### src/rtl/sin_sched_pkg.sv
`default_nettype none
// ============================================================================
// Module   : sin_sched_pkg
// Brief    : Shared FSM state type and width helper for the sine voice scheduler.
// Revision : 1.0 - initial release
// ============================================================================
package sin_sched_pkg;

  typedef enum logic [1:0] {
    IDLE  = 2'd0,
    ISSUE = 2'd1,
    DRAIN = 2'd2,
    DONE  = 2'd3
  } state_t;

  // Mixing N words of DW bits needs log2(N) guard bits to never overflow.
  function automatic int acc_width(input int n, input int dw);
    return dw + $clog2(n);
  endfunction

endpackage
`default_nettype wire

### src/rtl/sin_phase_bank.sv
`default_nettype none
// ============================================================================
// Module   : sin_phase_bank
// Brief    : Per-voice FCW/phase registers, write port, indexed ROM-address read
//            and the once-per-frame phase advance.
// Revision : 1.0 - initial release
// ============================================================================
module sin_phase_bank
  import sin_sched_pkg::*;
#(
  parameter int NUM_VOICES  = 4,
  parameter int PHASE_WIDTH = 32,
  parameter int ADDR_WIDTH  = 8
) (
  input  logic                          clk,
  input  logic                          reset_n,
  input  logic                          wr_en,
  input  logic [$clog2(NUM_VOICES)-1:0] wr_voice,
  input  logic [PHASE_WIDTH-1:0]        wr_fcw,
  input  logic [$clog2(NUM_VOICES)-1:0] rd_idx,
  input  logic                          update,
  input  logic [NUM_VOICES-1:0]         en_q,
  output logic [ADDR_WIDTH-1:0]         rd_addr
);

  localparam int c_idx_w = $clog2(NUM_VOICES);

  logic [PHASE_WIDTH-1:0] r_fcw   [NUM_VOICES];
  logic [PHASE_WIDTH-1:0] r_phase [NUM_VOICES];

  for (genvar v = 0; v < NUM_VOICES; v++) begin : g_voice
    localparam logic [c_idx_w-1:0] c_vid = c_idx_w'(v);

    // The update reads the pre-write FCW, so a write landing on DONE waits a frame.
    always_ff @(posedge clk or negedge reset_n) begin
      if (!reset_n) begin
        r_fcw[v]   <= '0;
        r_phase[v] <= '0;
      end else begin
        if (wr_en && (wr_voice == c_vid)) begin
          r_fcw[v] <= wr_fcw;
        end
        if (update) begin
          r_phase[v] <= en_q[v] ? (r_phase[v] + r_fcw[v]) : '0;
        end
      end
    end
  end

  assign rd_addr = r_phase[rd_idx][PHASE_WIDTH-1 -: ADDR_WIDTH];

endmodule
`default_nettype wire

### src/rtl/sin_voice_scheduler.sv
`default_nettype none
// ============================================================================
// Module   : sin_voice_scheduler
// Brief    : Shares one registered sine ROM among NUM_VOICES DDS voices and emits
//            one mixed sample per sample_tick. Define SIN_SCHED_OVERRUN_EN to add
//            the saturating overrun_cnt output.
// Revision : 1.0 - initial release
// ============================================================================
module sin_voice_scheduler
  import sin_sched_pkg::*;
#(
  parameter int NUM_VOICES  = 4,
  parameter int PHASE_WIDTH = 32,
  parameter int ADDR_WIDTH  = 8,
  parameter int DATA_WIDTH  = 16
) (
  input  logic                          clk,
  input  logic                          reset_n,
  input  logic                          sample_tick,
  input  logic [NUM_VOICES-1:0]         voice_en,
  input  logic                          wr_en,
  input  logic [$clog2(NUM_VOICES)-1:0] wr_voice,
  input  logic [PHASE_WIDTH-1:0]        wr_fcw,
  output logic [ADDR_WIDTH-1:0]         rom_addr,
  input  logic [DATA_WIDTH-1:0]         rom_dout,
  output logic [DATA_WIDTH-1:0]         sample_out,
  output logic                          sample_valid,
`ifdef SIN_SCHED_OVERRUN_EN
  output logic [15:0]                   overrun_cnt,
`endif
  output logic                          busy
);

  localparam int                   c_idx_w    = $clog2(NUM_VOICES);
  localparam int                   c_acc_w    = acc_width(NUM_VOICES, DATA_WIDTH);
  localparam logic [c_idx_w-1:0]   c_last_idx = c_idx_w'(NUM_VOICES - 1);

  state_t                     r_state, w_next_state;
  logic                       w_start, w_issue, w_done, w_busy;
  logic [c_idx_w-1:0]         r_idx;
  logic [NUM_VOICES-1:0]      r_en_q;
  logic                       r_v1, r_v2;
  logic [c_idx_w-1:0]         r_vidx1, r_vidx2;
  logic signed [c_acc_w-1:0]  r_acc, w_term, w_acc_sum, w_scaled;
  logic [ADDR_WIDTH-1:0]      w_rd_addr, r_rom_addr;
  logic [DATA_WIDTH-1:0]      r_sample_out;
  logic                       r_sample_valid;

  always_ff @(posedge clk or negedge reset_n) begin
    if (!reset_n) r_state <= IDLE;
    else          r_state <= w_next_state;
  end

  always_comb begin
    w_next_state = r_state;
    case (r_state)
      IDLE:    if (sample_tick) w_next_state = ISSUE;
      ISSUE:   if (r_idx == c_last_idx) w_next_state = DRAIN;
      DRAIN:   w_next_state = DONE;
      DONE:    w_next_state = IDLE;
      default: w_next_state = IDLE;
    endcase
  end

  always_comb begin
    w_start = (r_state == IDLE) && sample_tick;
    w_issue = (r_state == ISSUE);
    w_done  = (r_state == DONE);
    w_busy  = (r_state != IDLE);
  end

  sin_phase_bank #(
    .NUM_VOICES  (NUM_VOICES),
    .PHASE_WIDTH (PHASE_WIDTH),
    .ADDR_WIDTH  (ADDR_WIDTH)
  ) u_phase_bank (
    .clk      (clk),
    .reset_n  (reset_n),
    .wr_en    (wr_en),
    .wr_voice (wr_voice),
    .wr_fcw   (wr_fcw),
    .rd_idx   (r_idx),
    .update   (w_done),
    .en_q     (r_en_q),
    .rd_addr  (w_rd_addr)
  );

  // Two-stage tag pipeline: address register plus ROM read latency.
  assign w_term    = (r_v2 && r_en_q[r_vidx2])
                   ? {{c_idx_w{rom_dout[DATA_WIDTH-1]}}, rom_dout} : '0;
  assign w_acc_sum = r_acc + w_term;
  assign w_scaled  = w_acc_sum >>> c_idx_w;

  always_ff @(posedge clk or negedge reset_n) begin
    if (!reset_n) begin
      r_idx          <= '0;
      r_en_q         <= '0;
      r_acc          <= '0;
      r_v1           <= 1'b0;
      r_v2           <= 1'b0;
      r_vidx1        <= '0;
      r_vidx2        <= '0;
      r_rom_addr     <= '0;
      r_sample_out   <= '0;
      r_sample_valid <= 1'b0;
    end else begin
      r_v1           <= w_issue;
      r_vidx1        <= r_idx;
      r_v2           <= r_v1;
      r_vidx2        <= r_vidx1;
      r_sample_valid <= w_done;
      if (w_start) begin
        r_en_q <= voice_en;
        r_idx  <= '0;
        r_acc  <= '0;
      end else if (r_v2) begin
        r_acc <= w_acc_sum;
      end
      if (w_issue) begin
        r_idx      <= r_idx + 1'b1;
        r_rom_addr <= w_rd_addr;
      end
      // The last voice's word arrives in DONE, so fold it in on the way out.
      if (w_done) begin
        r_sample_out <= w_scaled[DATA_WIDTH-1:0];
      end
    end
  end

`ifdef SIN_SCHED_OVERRUN_EN
  logic [15:0] r_overrun_cnt;

  always_ff @(posedge clk or negedge reset_n) begin
    if (!reset_n) begin
      r_overrun_cnt <= '0;
    end else if (sample_tick && w_busy && (r_overrun_cnt != 16'hFFFF)) begin
      r_overrun_cnt <= r_overrun_cnt + 16'd1;
    end
  end

  assign overrun_cnt = r_overrun_cnt;
`endif

  assign rom_addr     = r_rom_addr;
  assign sample_out   = r_sample_out;
  assign sample_valid = r_sample_valid;
  assign busy         = w_busy;

endmodule
`default_nettype wire
### config.mk
export PLATFORM = sky130hd
export DESIGN_NAME = sin_voice_scheduler
export DESIGN_NICKNAME = d
export VERILOG_FILES = /design/src/rtl/sin_sched_pkg.sv /design/src/rtl/sin_phase_bank.sv /design/src/rtl/sin_voice_scheduler.sv
export SDC_FILE = /design/constraint.sdc
export NUM_CORES = 1
export LEC_CHECK = 0
export BUFFER_PORTS_ARGS = -buffer_cell sky130_fd_sc_hd__buf_4
export CAP_MARGIN = 20
export CORE_MARGIN = 1
export CORE_UTILIZATION = 45
export CTS_BUF_LIST = sky130_fd_sc_hd__clkbuf_8
export DETAILED_ROUTE_END_ITERATION = 8
export PLACE_DENSITY = 0.67
export RECOVER_POWER = 50
export SKIP_LAST_GASP = 1
export SYNTH_ARGS = -nofsm -noshare
export SYNTH_HDL_FRONTEND = slang
export SYNTH_SLANG_ARGS = --single-unit
export TNS_END_PERCENT = 30
### constraint.sdc
create_clock -name clk -period 8.1 [get_ports clk]
set_clock_uncertainty 0.2 [all_clocks]
set_input_delay 0.81 -clock clk [delete_from_list [all_inputs] [get_ports clk]]
set_output_delay 0.81 -clock clk [all_outputs]
set_load 0.05 [all_outputs]
==> results of run 1 <==
worst max path at each step:
| stage | startpoint | to | slack (ns) | depth (start not counted) |
|---|---|---|---|---|
| 2_1_floorplan | r_en_q[0]$_DFFE_PN0P_ | sample_out[12]$_DFFE_PN0P_ | 4.24 | 15 |
| 3_3_place_gp | r_en_q[2]$_DFFE_PN0P_ | sample_out[14]$_DFFE_PN0P_ | 3.70 | 14 |
| 3_5_place_dp | r_en_q[2]$_DFFE_PN0P_ | sample_out[14]$_DFFE_PN0P_ | 3.59 | 14 |
| 4_1_cts | r_en_q[2]$_DFFE_PN0P_ | sample_out[14]$_DFFE_PN0P_ | 3.55 | 14 |
| 5_1_grt | reset_n | u_phase_bank.r_phase[64]$_DFFE_PN0P_ | 2.71 | 2 |
| 6_report | r_en_q[2]$_DFFE_PN0P_ | sample_out[14]$_DFFE_PN0P_ | 3.53 | 14 |
power groups by stage:
| stage | clock network [mW] | registers [mW] | logic [mW] |
|---|---|---|---|
| 6_report | 1.55 | 2.36 | 3.55 |
| 5_1_grt | 1.66 | 2.42 | 3.93 |
| 4_1_cts | 1.60 | 2.36 | 3.55 |
| 3_5_place_dp | 0 | 2.38 | 3.52 |
| 3_3_place_gp | 0 | 2.37 | 3.43 |
| 2_1_floorplan | 0 | 2.42 | 2.64 |
kinds of logic (layout without fill, tap and decap cells):
group / after synthesis / after routing / share of synthesized area (%)
xor+xnor: 116 / 116 / 5.46
flops: 313 / 313 / 42.1
buf+inv: 120 / 246 / 2.43
fa+ha+maj: 152 / 152 / 10.4
compound gates: 511 / 511 / 19.4
simple gates: 341 / 341 / 8.92
mux: 179 / 179 / 11.3
area by class of cell:
cell class / instances / area (um2) / share of cell area (%)
tap: 532 / 666 / 3.19
inverter: 57 / 215 / 1.03
sequential: 313 / 7830 / 37.5
clock inverter: 26 / 230 / 1.10
multi-input combinational: 1299 / 10300 / 49.4
clock buffer: 67 / 922 / 4.41
timing repair buffer: 96 / 706 / 3.38
layout by cell type, fill, tap and decap left out, drive strengths merged, types with 31 or more instances in the layout:
| cell | count |
|---|---|
| a21o | 66 |
| a21oi | 117 |
| a22o | 46 |
| buf | 90 |
| clkbuf | 73 |
| dfrtp | 313 |
| ha | 147 |
| inv | 72 |
| mux2 | 153 |
| nand2 | 84 |
| nand3 | 38 |
| nor2 | 97 |
| o21ai | 79 |
| o21bai | 31 |
| o2bb2ai | 47 |
| xnor2 | 80 |
| xor2 | 36 |
synth_stat cells, types with 31 or more instances:
cell,number,share of area (%)
xnor2_1,80,3.8
nand3_1,38,1.0
inv_1,56,1.1
a21o_1,66,2.7
o2bb2ai_1,47,2.2
o21bai_1,31,1.3
mux2_2,153,9.3
clkbuf_1,46,0.93
a21oi_1,117,3.1
o21ai_0,76,2.0
nand2_1,84,1.7
a22o_1,46,2.2
nor2_1,97,2.0
xor2_1,36,1.7
dfrtp_1,313,42
ha_1,147,9.9
registers in the layout (all words and copies together), names as in the netlist, 4 cells and up:
name / flops
rom_addr: 8
u_phase_bank.r_fcw: 128
sample_out: 16
r_en_q: 4
r_acc: 18
u_phase_bank.r_phase: 128
worst max-delay path: stages, from the launching register on:
cell	delay, ns
dfrtp_1	0.63
mux4_2	0.73
and3_1	0.26
ha_1	0.22
fa_1	0.44
a21o_1	0.20
a21oi_1	0.22
o21bai_1	0.09
a21o_1	0.20
a21oi_1	0.18
o21ai_0	0.21
a31oi_1	0.28
a21oi_1	0.15
xor2_1	0.17
mux2_2	0.27
layer usage:
metal	GRT usage (%)	routed length, um	vias up
met4	6.27	1060	0
met2	34.9	20500	215
met3	3.72	1560	70
met1	30.7	21600	6851
met5	0	0	-
li1	-	-	6626
per-stage QoR:
stage               cell area [um2]  hold WS, ns  worst slack [ns]  total power, mW
floorplan                     18600        0.131              4.24             5.05
global placement              19800        0.136              3.70             5.80
detailed placement            19800        0.138              3.59             5.91
CTS                           20900       0.0596              3.55             7.51
global route                  20900       0.0919              2.71             8.01
finish                        20900       0.0413              3.53             7.45
==> summary.md, run 1 <==
| Metric | Value |
|---|---|
| Drt pass-1 iters | 5 |
| Initial DRC count | 662 |
| Slew @ Worst Pin | 3.81 ns |
| Fraction of layout cells with a size suffix above 1 | 19.4% |
| Starting density of the core | 45.6% |
| R2R depth | 14 |
| Synth Cell Area | 18600 um2 |
| Worst vdd ir | 179 uV |
| Final Core Density | 51.2% |
| Worst EP required | 8.41 ns |
| Crit-path max FO | 16 |
| Die Area | 42200 um2 |
| Synth warn | 0 |
| Post-Syn Nets | 1942 |
| Root buffer cell | clkbuf_8 |
| Initial antenna violation count | 0 |
| Largest net degree at the start of global routing | 123 |
| LEAKAGE | 10.0 nW |
| Final ANT Viol Nets | 0 |
| Tot GR Track Use | 21.9% |
| Outcome | complete, but fails checks |
| Total number of vias | 13.8k |
| Violated checks | max-capacitance violations, max-slew violations |
| Gpl congestion | 0.892 |
| Total gr overflow | 0 |
| NumNets Final | 2032 |
| Drt total wl | 44.8 mm |
| IO buf count | 83 |
| Core area | 40800 um2 |
| Final Hold Vio Count | 0 |
| Post-synth EDFFs | 0 |
| Number of clock sinks seen by CTS | 313 |
| Area Overhead vs Synth | 12.3% |
| Critical Path End Type | flop |
| Power share of the clock group | 20.7% |
| Vias in the first global route | 13.9k |
| Drt via density | 5.76 |
| Finish-stage setup viols | 0 |
| Clk slew on worst S/H paths | 0.06 ns |
| Fin crit period | 4.57 ns |
| Num ports | 84 |
| Max-cap violations | 6 |
| Power per cell area | 357 nW/um2 |
| Achievable frequency | 219 MHz |
| Slew Limit Fails | 259 |
| Synth Instances | 1732 |
| Netlist cell types | 76 |
| Post-Layout Cell Count | 2390 |
| Cts bufs inserted | 55 |
| Worst Hold Class | input pin to asynchronous set/reset pin |
| Final setup TNS | 0 ns |
| Worst reg2reg path endpoint | sample_out[14]$_DFFE_PN0P_ |
| Yosys reg bits | 313 |
| Top FF cell, synth | dfrtp_1 |
| Post_cts resized | 0 |
| Syn avg cell area | 10.7 um2 |
| Switching pwr | 3.03 mW |
| Arr. time, crit path | 4.89 ns |
| Crit share post-route | 56.4% |
| Sequential Power Share | 31.7% |
| Dpl hpwl | 31.6 mm |
| N_diodes | 0 |
| Clock latency on the worst-skew pair | 0.65 ns |
| DIE WIDTH | 205 um |
| First-pass GRT wire length | 73.8 mm |
| Fill cell count | 3670 |
| Slew headroom | -154% |
| # hold bufs at CTS | 0 |
| TritonCTS clock tree | yes |
| RSZ-0062 raised after global routing | false |
| Setup bufs post-CTS | 0 |
| Critical path class | flop to flop |
| H-tree depth | 2 |
| Avg WL per Cell | 18.7 um |
| Die Ht | 205 um |
| Placed Cells | 2297 |
| Switch share | 40.6% |
| Comb power frac | 47.6% |
| Std-Cell Rows | 74 |
| Internal Power | 4.42 mW |
| Worst-case clock buffer depth | 3 |
| Async set-or-reset flop fraction in the synthesized netlist | 100% |
| FF-to-FF Start | r_en_q[2]$_DFFE_PN0P_ |
| CP startpoint kind | flop |
| R2R setup slack | 3.53 ns |
| Seq/Total Area, Yosys | 42.1% |
| DRC | 0 |
(Power assumes the default switching activity.)
==> run 2: changes to the inputs <==
--- a/config.mk
+++ b/config.mk
@@ -5,6 +5,7 @@
 export SDC_FILE = /design/constraint.sdc
 export NUM_CORES = 1
 export LEC_CHECK = 0
+export ABC_AREA = 1
 export BUFFER_PORTS_ARGS = -buffer_cell sky130_fd_sc_hd__buf_4
 export CAP_MARGIN = 20
 export CORE_MARGIN = 1
==> constraint.sdc (replaced) <==
create_clock -name clk -period 4.35 [get_ports clk]
set_clock_uncertainty 0.2 [all_clocks]
set_input_delay 0.435 -clock clk [delete_from_list [all_inputs] [get_ports clk]]
set_output_delay 0.435 -clock clk [all_outputs]
set_load 0.05 [all_outputs]
==> run 2 against run 1 <==
Effect of this change:
- the flow still finishes with violations (max-capacitance violations, max-slew violations)
- fmax up 37%
- critical path depth down 7
- sequential share of layout area down 5.6 points
- register-to-register slack worse by 2.5 ns
- clock power up 85%
- critical path type unchanged
==> summary.md, run 2 <==
| Metric | Value |
|---|---|
| Most used cell, CP | nand2_1 |
| Power per cell area | 578 nW/um2 |
| Slew Limit Fails | 252 |
| Total power | 14.2 mW |
| TritonCTS clock tree | yes |
| Std-Cell Rows | 80 |
| Arr. time, crit path | 3.70 ns |
| Worst EP required | 4.71 ns |
| Comb power frac | 48.3% |
| Seq/Total Area, Yosys | 35.5% |
| Avg WL per Cell | 15.8 um |
| Crit-path max FO | 17 |
| Post-Syn Nets | 3609 |
| Top Registers | u_phase_bank.r_fcw (128), u_phase_bank.r_phase (128), r_acc (18) |
| Most Crowded Layer GR | met2 |
| Grt met3 use | 4.67% |
| Dominant cell type by area after synthesis | dfrtp_1 |
| LEAKAGE | 14.5 nW |
| Crit share post-route | 76.9% |
| Synth Instances | 3399 |
| Total gr overflow | 0 |
| Finish-stage setup viols | 0 |
| Fraction of layout cells with a size suffix above 1 | 7.26% |
| H-tree depth | 2 |
| Synth Cell Area | 22100 um2 |
| Final Hold Vio Count | 0 |
| Tot GR Track Use | 26.7% |
| Root buffer cell | clkbuf_8 |
| Internal Power | 7.56 mW |
| NumNets Final | 3708 |
| DP Area | 23400 um2 |
| Critical Path End Type | flop |
| Setup bufs post-CTS | 0 |
| Post-synth top area share | 35.5% |
| Critical path class | flop to flop |
| Synth warn | 0 |
| Clk slew on worst S/H paths | 0.07 ns |
| Final Hold Slack | 0.0501 ns |
| Syn avg cell area | 6.50 um2 |
| DRC | 0 |
| Slowest-stage cell, CP | clkbuf_1 |
| Final Core Density | 51.1% |
| Yosys reg bits | 313 |
| Number of clock sinks seen by CTS | 313 |
| Final setup TNS | 0 ns |
| Core area | 48000 um2 |
| Top Family by Delay on Critical Path | buffers and inverters |
| Worst Hold Class | input pin to flop |
| Total number of vias | 20.9k |
| Switch share | 46.7% |
| Cts bufs inserted | 55 |
| Drt pass-1 iters | 6 |
| First-pass GRT wire length | 104 mm |
| Achievable frequency | 299 MHz |
| Worst-case clock buffer depth | 3 |
| Die Ht | 224 um |
| Sequential Power Share | 31.5% |
| Count leader, synth | nand2_1 |
| Num ports | 84 |
| Clock latency on the worst-skew pair | 0.67 ns |
| Commonest cells in the netlist | nand2_1, inv_1, dfrtp_1 |
| Post-synth EDFFs | 0 |
| Synth area leaders | dfrtp_1, nand2_1, inv_1 |
| DIE WIDTH | 224 um |
| Max-cap violations | 4 |
| Violated checks | max-capacitance violations, max-slew violations |
| Slew @ Worst Pin | 2.72 ns |
| Gpl congestion | 1.00 |
| Largest net degree at the start of global routing | 121 |
| Initial DRC count | 1699 |
| Async set-or-reset flop fraction in the synthesized netlist | 100% |
| Final ANT Viol Nets | 0 |
| CP bufs+invs | 3 |
| IO buf count | 83 |
| Worst vdd ir | 374 uV |
| Final Instance Area | 24600 um2 |
| Post-Layout Cell Count | 4158 |
| RSZ-0062 raised after global routing | false |
| Outcome | complete, but fails checks |
| Top FF cell, synth | dfrtp_1 |
| Grt met2 use | 41.6% |
| Fill cell count | 4934 |
| Placed Cells | 4051 |
| Drt via density | 5.03 |
| Initial antenna violation count | 14 |
| Pre-CTS WS | 1.18 ns |
| Switching pwr | 6.63 mW |
| Largest stage delay, worst path | 0.82 ns |
| Netlist cell types | 38 |
| Drt total wl | 65.7 mm |
| Met1 Use GR | 37.9% |
| CP startpoint kind | flop |
| Area Overhead vs Synth | 11.2% |
| Starting density of the core | 46.0% |
| Worst-path cell chain | ha_1, clkbuf_1, nand2_1, inv_1, buf_4, nand2_1, o21ai_0 |
| Fin crit period | 3.34 ns |
| Die Area | 50000 um2 |
| Most frequent cells in the layout | nand2_1, inv_1, dfrtp_1 |
| Leading cell type in the layout, fill and taps excluded | nand2_1 |
| Worst Slack Setup Final | 1.01 ns |
| Dpl hpwl | 49.5 mm |
| Vias in the first global route | 19.1k |
| Slew headroom | -81.1% |
| Power share of the clock group | 20.3% |
-- run 2: worst paths after layout --
check / from / to / slack [ns] / cells after the start
max: r_state[0]$_DFFE_PN0P_ / u_phase_bank.r_phase[34]$_DFFE_PN0P_ / 1.01 / 7
min: wr_fcw[15] / u_phase_bank.r_fcw[111]$_DFFE_PN0P_ / 0.05 / 3
max reg2reg: r_state[0]$_DFFE_PN0P_ / u_phase_bank.r_phase[34]$_DFFE_PN0P_ / 1.01 / 7
min reg2reg: r_vidx1[1]$_DFF_PN0_ / r_vidx2[1]$_DFF_PN0_ / 0.15 / 0
max in group asynchronous: reset_n / u_phase_bank.r_phase[0]$_DFFE_PN0P_ / 1.33 / 3
min in group asynchronous: reset_n / sample_out[7]$_DFFE_PN0P_ / 0.24 / 2
-- run 2: cell families (layout without fill, tap and decap cells) --
logic type	Yosys count	in the layout	share of synthesized area (%)
AO/OA/AOI/OAI	420	420	10.2
XOR/XNOR	10	10	0.396
adder cells (fa/ha/maj)	152	152	8.78
buffers and inverters	604	745	10.4
flip-flops	313	313	35.5
other	0	3	0
AND/OR/NAND/NOR	1900	1900	34.8
-- run 2: area by class of cell --
type | count | area (um2) | area share (%)
well taps | 615 | 769 | 3.13
repair buffers | 106 | 805 | 3.27
multi-input cells | 2482 | 12000 | 48.7
clock buffers | 71 | 977 | 3.98
flip-flops and latches | 313 | 7830 | 31.9
inverters | 540 | 2030 | 8.26
diodes | 3 | 7.51 | 0.0306
clock inverters | 28 | 174 | 0.708
-- run 2: worst register-to-register path: stages, from the launching register on --
cell	delay (ns)
dfrtp_1	0.39
ha_1	0.17
clkbuf_1	0.82
nand2_1	0.62
inv_1	0.55
buf_4	0.31
nand2_1	0.07
o21ai_0	0.14
-- run 2: timing repair --
item / CTS / global route
hold buffers: 5 / 0
endpoints found under the hold margin: 119 / 0
gates resized for setup: 0 / 0
-- run 2: per-layer routing --
metal,vias up,wire (um)
li1,10800,-
met1,9500,31300
met2,558,28500
met3,88,4200
met4,2,1700
met5,-,10
-- run 2: power groups by stage --
stage                     clock, mW  sequential, mW  combinational (mW)
after floorplan                   0            4.65                4.68
after global placement            0            4.48                6.73
after detailed placement          0            4.49                6.81
after CTS                      2.94            4.46                6.85
after global routing           3.07            4.57                7.75
final                          2.87            4.47                6.85
